==> src/rtl/mkd_pkg.sv <==
// mkd_pkg: shared types and constant helpers for the multi-key debouncer
package mkd_pkg;
    typedef enum logic [1:0] {IDLE, HELD, REPEAT, LATCHED} key_state_t;
    function automatic int clog2(input int v);
        int r = 0;
        for (int i = 0; i < 31; i++) if ((1 << i) < v) r = i + 1;
        return r;
    endfunction
    function automatic int tick_div(input int clk_freq);
        return clk_freq / 1000;
    endfunction
endpackage

==> src/rtl/multi_key_debounce_if.sv <==
// multi_key_debounce_if: raw key pins in, conditioned levels and event pulses out
interface multi_key_debounce_if #(parameter int N_KEYS = 4);
    logic [N_KEYS-1:0] key_in, key_level, key_press, key_release, key_long, key_repeat;
    modport master (output key_in, input key_level, key_press, key_release, key_long, key_repeat);
    modport slave (input key_in, output key_level, key_press, key_release, key_long, key_repeat);
endinterface

==> src/rtl/multi_key_debounce_channel.sv <==
// key_channel: one key - synchroniser, tick-based debounce, hold/repeat FSM and pulses
module key_channel
    import mkd_pkg::*;
#(
    parameter int ACTIVE_LOW  = 1,
    parameter int DEBOUNCE_MS = 20,
    parameter int LONG_MS     = 1000,
    parameter int REPEAT_MS   = 200
) (
    input  logic clk,
    input  logic rst_n,
    input  logic tick,
    input  logic key_in,
    output logic key_level,
    output logic key_press,
    output logic key_release,
    output logic key_long,
    output logic key_repeat
);
    localparam int DW = clog2(DEBOUNCE_MS + 1);
    localparam int HW = clog2((LONG_MS > REPEAT_MS ? LONG_MS : REPEAT_MS) + 1);
    localparam logic IDLE_PIN = ACTIVE_LOW != 0;
    logic sync1, sync2, pressed_s, flip, rise, fall, long_n, repeat_n;
    logic [DW-1:0] db_cnt;
    logic [HW-1:0] hold_cnt, hold_n;
    key_state_t state, state_n;
    assign pressed_s = sync2 ^ IDLE_PIN;
    assign flip = pressed_s != key_level && tick && db_cnt == DW'(DEBOUNCE_MS - 1);
    assign rise = flip && pressed_s;
    assign fall = flip && !pressed_s;
    always_ff @(posedge clk or negedge rst_n)
        if (!rst_n) begin
            sync1       <= IDLE_PIN;
            sync2       <= IDLE_PIN;
            db_cnt      <= '0;
            key_level   <= 1'b0;
            key_press   <= 1'b0;
            key_release <= 1'b0;
            key_long    <= 1'b0;
            key_repeat  <= 1'b0;
        end else begin
            sync1       <= key_in;
            sync2       <= sync1;
            db_cnt      <= (pressed_s == key_level || flip) ? '0 : tick ? db_cnt + 1'b1 : db_cnt;
            key_level   <= key_level ^ flip;
            key_press   <= rise;
            key_release <= fall;
            key_long    <= long_n;
            key_repeat  <= repeat_n;
        end
    always_ff @(posedge clk or negedge rst_n)
        if (!rst_n) begin
            state    <= IDLE;
            hold_cnt <= '0;
        end else begin
            state    <= state_n;
            hold_cnt <= hold_n;
        end
    // a release overrides any hold terminal count landing in the same cycle
    always_comb begin
        state_n  = state;
        hold_n   = hold_cnt;
        long_n   = 1'b0;
        repeat_n = 1'b0;
        if (fall) begin
            state_n = IDLE;
            hold_n  = '0;
        end else
            case (state)
                IDLE: if (rise) begin
                    state_n = HELD;
                    hold_n  = '0;
                end
                HELD: if (tick) begin
                    long_n = hold_cnt == HW'(LONG_MS - 1);
                    hold_n = long_n ? '0 : hold_cnt + 1'b1;
                    if (long_n) state_n = REPEAT_MS != 0 ? REPEAT : LATCHED;
                end
                REPEAT: if (tick) begin
                    repeat_n = hold_cnt == HW'(REPEAT_MS - 1);
                    hold_n   = repeat_n ? '0 : hold_cnt + 1'b1;
                end
                default: ;
            endcase
    end
endmodule

==> src/rtl/multi_key_debounce.sv <==
// multi_key_debounce: shared ms-tick prescaler driving N independent key channels
module multi_key_debounce
    import mkd_pkg::*;
#(
    parameter int CLK_FREQ    = 50_000_000,
    parameter int N_KEYS      = 4,
    parameter int ACTIVE_LOW  = 1,
    parameter int DEBOUNCE_MS = 20,
    parameter int LONG_MS     = 1000,
    parameter int REPEAT_MS   = 200
) (
    input logic clk,
    input logic rst_n,
    multi_key_debounce_if.slave bus
);
    localparam int DIV = tick_div(CLK_FREQ);
    localparam int PW = clog2(DIV + 1);
    logic [PW-1:0] pre;
    logic tick;
    logic [N_KEYS-1:0] level, press, rel, long_p, repeat_p;
    assign tick = pre == PW'(DIV - 1);
    always_ff @(posedge clk or negedge rst_n)
        if (!rst_n) pre <= '0;
        else pre <= tick ? '0 : pre + 1'b1;
    for (genvar i = 0; i < N_KEYS; i++) begin : g_ch
        key_channel #(
            .ACTIVE_LOW(ACTIVE_LOW), .DEBOUNCE_MS(DEBOUNCE_MS),
            .LONG_MS(LONG_MS), .REPEAT_MS(REPEAT_MS)
        ) u_ch (
            .clk(clk), .rst_n(rst_n), .tick(tick), .key_in(bus.key_in[i]),
            .key_level(level[i]), .key_press(press[i]), .key_release(rel[i]),
            .key_long(long_p[i]), .key_repeat(repeat_p[i])
        );
    end
    assign bus.key_level   = level;
    assign bus.key_press   = press;
    assign bus.key_release = rel;
    assign bus.key_long    = long_p;
    assign bus.key_repeat  = repeat_p;
endmodule
==> src/flat_wrapper.sv <==
// flat-port wrapper written by rule: the top's interface ports become plain ports
module multi_key_debounce_flat import mkd_pkg::*;
#(
    parameter int CLK_FREQ    = 50_000_000,
    parameter int N_KEYS      = 4,
    parameter int ACTIVE_LOW  = 1,
    parameter int DEBOUNCE_MS = 20,
    parameter int LONG_MS     = 1000,
    parameter int REPEAT_MS   = 200
)
  (clk, rst_n, bus_key_in, bus_key_level, bus_key_press, bus_key_release, bus_key_long, bus_key_repeat);
  multi_key_debounce_if #(.N_KEYS(N_KEYS)) bus_i ();
  input logic clk;
  input logic rst_n;
  input wire logic [$bits(bus_i.key_in)-1:0] bus_key_in;
  output wire logic [$bits(bus_i.key_level)-1:0] bus_key_level;
  output wire logic [$bits(bus_i.key_press)-1:0] bus_key_press;
  output wire logic [$bits(bus_i.key_release)-1:0] bus_key_release;
  output wire logic [$bits(bus_i.key_long)-1:0] bus_key_long;
  output wire logic [$bits(bus_i.key_repeat)-1:0] bus_key_repeat;
  assign bus_i.key_in = bus_key_in;
  assign bus_key_level = bus_i.key_level;
  assign bus_key_press = bus_i.key_press;
  assign bus_key_release = bus_i.key_release;
  assign bus_key_long = bus_i.key_long;
  assign bus_key_repeat = bus_i.key_repeat;
  multi_key_debounce #(.CLK_FREQ(CLK_FREQ), .N_KEYS(N_KEYS), .ACTIVE_LOW(ACTIVE_LOW), .DEBOUNCE_MS(DEBOUNCE_MS), .LONG_MS(LONG_MS), .REPEAT_MS(REPEAT_MS)) u_core (.clk(clk), .rst_n(rst_n), .bus(bus_i));
endmodule
==> config.mk <==
export PLATFORM = sky130hd
export DESIGN_NAME = multi_key_debounce_flat
export DESIGN_NICKNAME = d
export VERILOG_FILES = /design/src/rtl/mkd_pkg.sv /design/src/rtl/multi_key_debounce_if.sv /design/src/rtl/multi_key_debounce_channel.sv /design/src/rtl/multi_key_debounce.sv /design/src/flat_wrapper.sv
export SDC_FILE = /design/constraint.sdc
export NUM_CORES = 1
export LEC_CHECK = 0
export CAP_MARGIN = 20
export CORE_ASPECT_RATIO = 0.8
export CORE_UTILIZATION = 56
export DETAILED_ROUTE_END_ITERATION = 8
export PLACE_DENSITY = 0.79
export SLEW_MARGIN = 20
export SYNTH_ARGS = -nofsm -noshare
export SYNTH_HDL_FRONTEND = slang
export SYNTH_SLANG_ARGS = --single-unit
==> constraint.sdc <==
create_clock -name clk -period 4 [get_ports clk]
set_input_delay 0.4 -clock clk [delete_from_list [all_inputs] [get_ports clk]]
set_output_delay 0.4 -clock clk [all_outputs]
set_load 0.01 [all_outputs]
==> results.sh <==
export IMPL_status="completed"
export IMPL_fp_coreArea_um2=10300
export IMPL_p_sw_share_pct=19.3
export IMPL_first_pass_iters=5
export IMPL_die_h_um=94.6
export IMPL_crit_required_ns=4.25
export IMPL_drive_gt1_share_pct=7.61
export IMPL_grt_pass1_wl_um=20000
export IMPL_cts_setup_buffers=0
export IMPL_root_buffer="clkbuf_16"
export IMPL_synthDistinctLibCells=61
export IMPL_grt_pass1_vias=4248
export IMPL_fmax_ghz=0.311
export IMPL_via_per_inst=5.83
export IMPL_ys_ff_latch=112
export IMPL_top_level_ports=26
export IMPL_hold_class="input pin to asynchronous set/reset pin"
export IMPL_finish_utilization_pct=64.3
export IMPL_clockBufferDepth=2
export IMPL_wl_um=11600
export IMPL_vias=4494
export IMPL_avgSynthCellArea_um2=9.70
export IMPL_hold_viol=0
export IMPL_design_area_um2=6640
export IMPL_die_w_um=118
export IMPL_crit_type="flip-flop to flip-flop"
export IMPL_clock_sinks=112
export IMPL_place_area_um2=6260
export IMPL_synth_net_count=645
export IMPL_insertion_delay_ns=0.35
export IMPL_nFillCells=826
export IMPL_drt_first_iter_violations=266
export IMPL_tightest_slew_ns=0.890
export IMPL_async_reset_ff_share_pct=100
export IMPL_p_leak_nw=2.88
export IMPL_cts_hold_buf=0
export IMPL_synth_warnings=0
export IMPL_area_growth_pct=10.6
export IMPL_numPortBuffers=25
export IMPL_remaining_drc_errors=0
export IMPL_maxSlewHeadroom_pct=40.6
export IMPL_netlist_instances=618
export IMPL_end_kind="flip-flop"
export IMPL_reg2reg_from="u_core.pre[0]"
export IMPL_final_cell_mix="104 x dfrtp_1, 59 x nor2_1, 56 x nand2_1"
export IMPL_diodes=0
export IMPL_synth_ff_type="dfrtp_1"
export IMPL_final_cells=771
export IMPL_worstPathArrival_ns=3.47
export IMPL_cp_startpoint="u_core.pre[0]"
export IMPL_internal_power_w=0.00179
export IMPL_synth_enable_flop_cells=0
export IMPL_multi_input_area_um2=2900
export IMPL_netlist_area_um2=6000
export IMPL_layout_nets=653
export IMPL_antenna_left=0
export IMPL_rsz0062_at_grt="no"
export IMPL_grt_max_degree=82
export IMPL_start_util_pct=58.1
export IMPL_cts_tree="built"
export IMPL_routedWlPerCell_um=15.1
export IMPL_place_gp_congestion=0.849
export IMPL_seqPwrFrac_pct=51.4
export IMPL_hpwl_um=8190
export IMPL_layout_min_cycle_time_ns=3.21
export IMPL_crit_path_start_kind="flip-flop"
export IMPL_fp_row_count=33
export IMPL_ff_latch_area_um2=2810
export IMPL_peakVddDrop_mv=0.215
export IMPL_tns_ns=0
export IMPL_cts_repair_resized=0
export IMPL_mostFrequentLayoutCell="dfrtp_1"
export IMPL_pwr_share_comb_pct=1.6
export IMPL_setup_viol=0
export IMPL_cts_buffers=9
export IMPL_maxCapViolCount=0
export IMPL_grt_overflow=0
export IMPL_die_area_um2=11100
export IMPL_switchingPower_w=0.000430
export IMPL_slew_viol_final=0
export IMPL_worstPathMaxFanout=18
export IMPL_clk_pin_slew_ns=0.07
export IMPL_track_usage_pct=22.4
export IMPL_p_per_area_nw_per_um2=335
export IMPL_timing_final_crit_share_pct=80.4
export IMPL_antenna_found_initial=0
export IMPL_synth_seq_area_share_pct=46.9
export IMPL_finClkSkew_ns=0.00591
export IMPL_dp_cells=754
export IMPL_pwr_share_clk_pct=46.9
export IMPL_htreeDepth=3
## state kept, by name (all words and copies together) (netlist names)
signal	cells
u_core.g_ch.u_ch.key_long	4
u_core.g_ch.u_ch.key_repeat	4
u_core.g_ch.u_ch.db_cnt	20
u_core.pre	16
u_core.g_ch.u_ch.key_press	4
u_core.g_ch.u_ch.key_release	4
u_core.g_ch.u_ch.sync2	4
u_core.g_ch.u_ch.state	8
u_core.g_ch.u_ch.key_level	4
u_core.g_ch.u_ch.sync1	4
u_core.g_ch.u_ch.hold_cnt	40
## power groups by stage
stage | clock network [W] | logic [W] | registers, W
2_1_floorplan | 0 | 0.00000633 | 0.00116
5_1_grt | 0.00111 | 0.0000421 | 0.00114
4_1_cts | 0.00107 | 0.0000354 | 0.00114
6_report | 0.00104 | 0.0000357 | 0.00114
3_5_place_dp | 0 | 0.0000355 | 0.00117
3_3_place_gp | 0 | 0.0000349 | 0.00116
## layer usage
metal	track usage, %	vias to the layer above	routed length (um)
met2	37.1	79	5550
li1	-	2222	-
met1	30.0	2186	5570
met4	7.80	0	118
met5	0	-	0
met3	4.17	7	374
## critical path, stage by stage, from the launching register on
cell and delay [ns]:
dfrtp_1 0.39, ha_1 0.22, or4bb_1 0.50, or4_1 0.85
o21ai_0 0.21, a2bb2oi_1 0.26, or2_2 0.42, o31ai_1 0.26
## cell type report
| type | count | share of cell area (%) |
|---|---|---|
| Timing Repair Buffer | 31 | 4.60 |
| Sequential cell | 112 | 42.4 |
| Inverter | 22 | 1.24 |
| Multi-Input combinational cell | 450 | 43.8 |
| Clock inverter | 5 | 1.55 |
| Tap cell | 140 | 2.64 |
| Clock buffer | 11 | 3.81 |
## synthesized netlist by cell type, types with 5 or more instances
library cell,number,area (um2)
nand3_1,31,155
and2_1,9,56.3
xnor2_1,11,96.3
a21o_1,10,75.1
clkbuf_1,10,37.5
nand2_1,56,210
and3_1,15,93.8
nand4_1,21,131
xor2_1,20,175
a21oi_1,12,60.1
or2_2,7,43.8
nor2b_1,8,50.1
buf_4,20,150
nand2b_1,10,62.6
nor2_1,59,221
dfrtp_1,104,2600
a22o_1,8,70.1
dfstp_2,8,210
ha_1,21,263
o31ai_1,14,105
a211o_1,6,52.6
inv_1,22,82.6
nor4_1,5,31.3
o21ai_0,23,115
o2bb2a_1,5,50.1
o21bai_1,12,90.1
nor3b_1,6,45.0
nor3_1,30,150
## path summary, 6_finish.rpt
| kind | to | slack (ns) | cells past startpoint |
|---|---|---|---|
| max in group asynchronous | u_core.g_ch[0].u_ch.key_repeat | 3.13 | 3 |
| worst max register to register | u_core.g_ch[1].u_ch.hold_cnt[9] | 0.79 | 7 |
| worst min register to register | u_core.g_ch[3].u_ch.sync2 | 0.36 | 0 |
| min in group clk | u_core.g_ch[3].u_ch.sync2 | 0.36 | 0 |
| worst max-delay path | u_core.g_ch[1].u_ch.hold_cnt[9] | 0.79 | 7 |
| worst min-delay path | u_core.g_ch[3].u_ch.hold_cnt[7] | 0.02 | 1 |
## through the flow
stage | total power, W | setup WS, ns | hold WS (ns)
4_1_cts | 0.00224 | 0.789 | 0.264
3_3_place_gp | 0.00120 | 0.980 | 0.346
6_report | 0.00222 | 0.785 | 0.0209
3_5_place_dp | 0.00120 | 0.812 | 0.347
2_1_floorplan | 0.00117 | 1.47 | 0.104
5_1_grt | 0.00230 | 0.574 | 0.0567
## cells by family (layout without fill, tap and decap cells)
logic type | Yosys count | after routing | synth area share, %
mux | 2 | 2 | 0.355
compound gates | 113 | 113 | 13.7
xor+xnor | 31 | 31 | 4.53
buf+inv | 56 | 69 | 4.82
simple gates | 283 | 283 | 25.3
fa+ha+maj | 21 | 21 | 4.38
flops | 112 | 112 | 46.9
(Power assumes the default switching activity.)
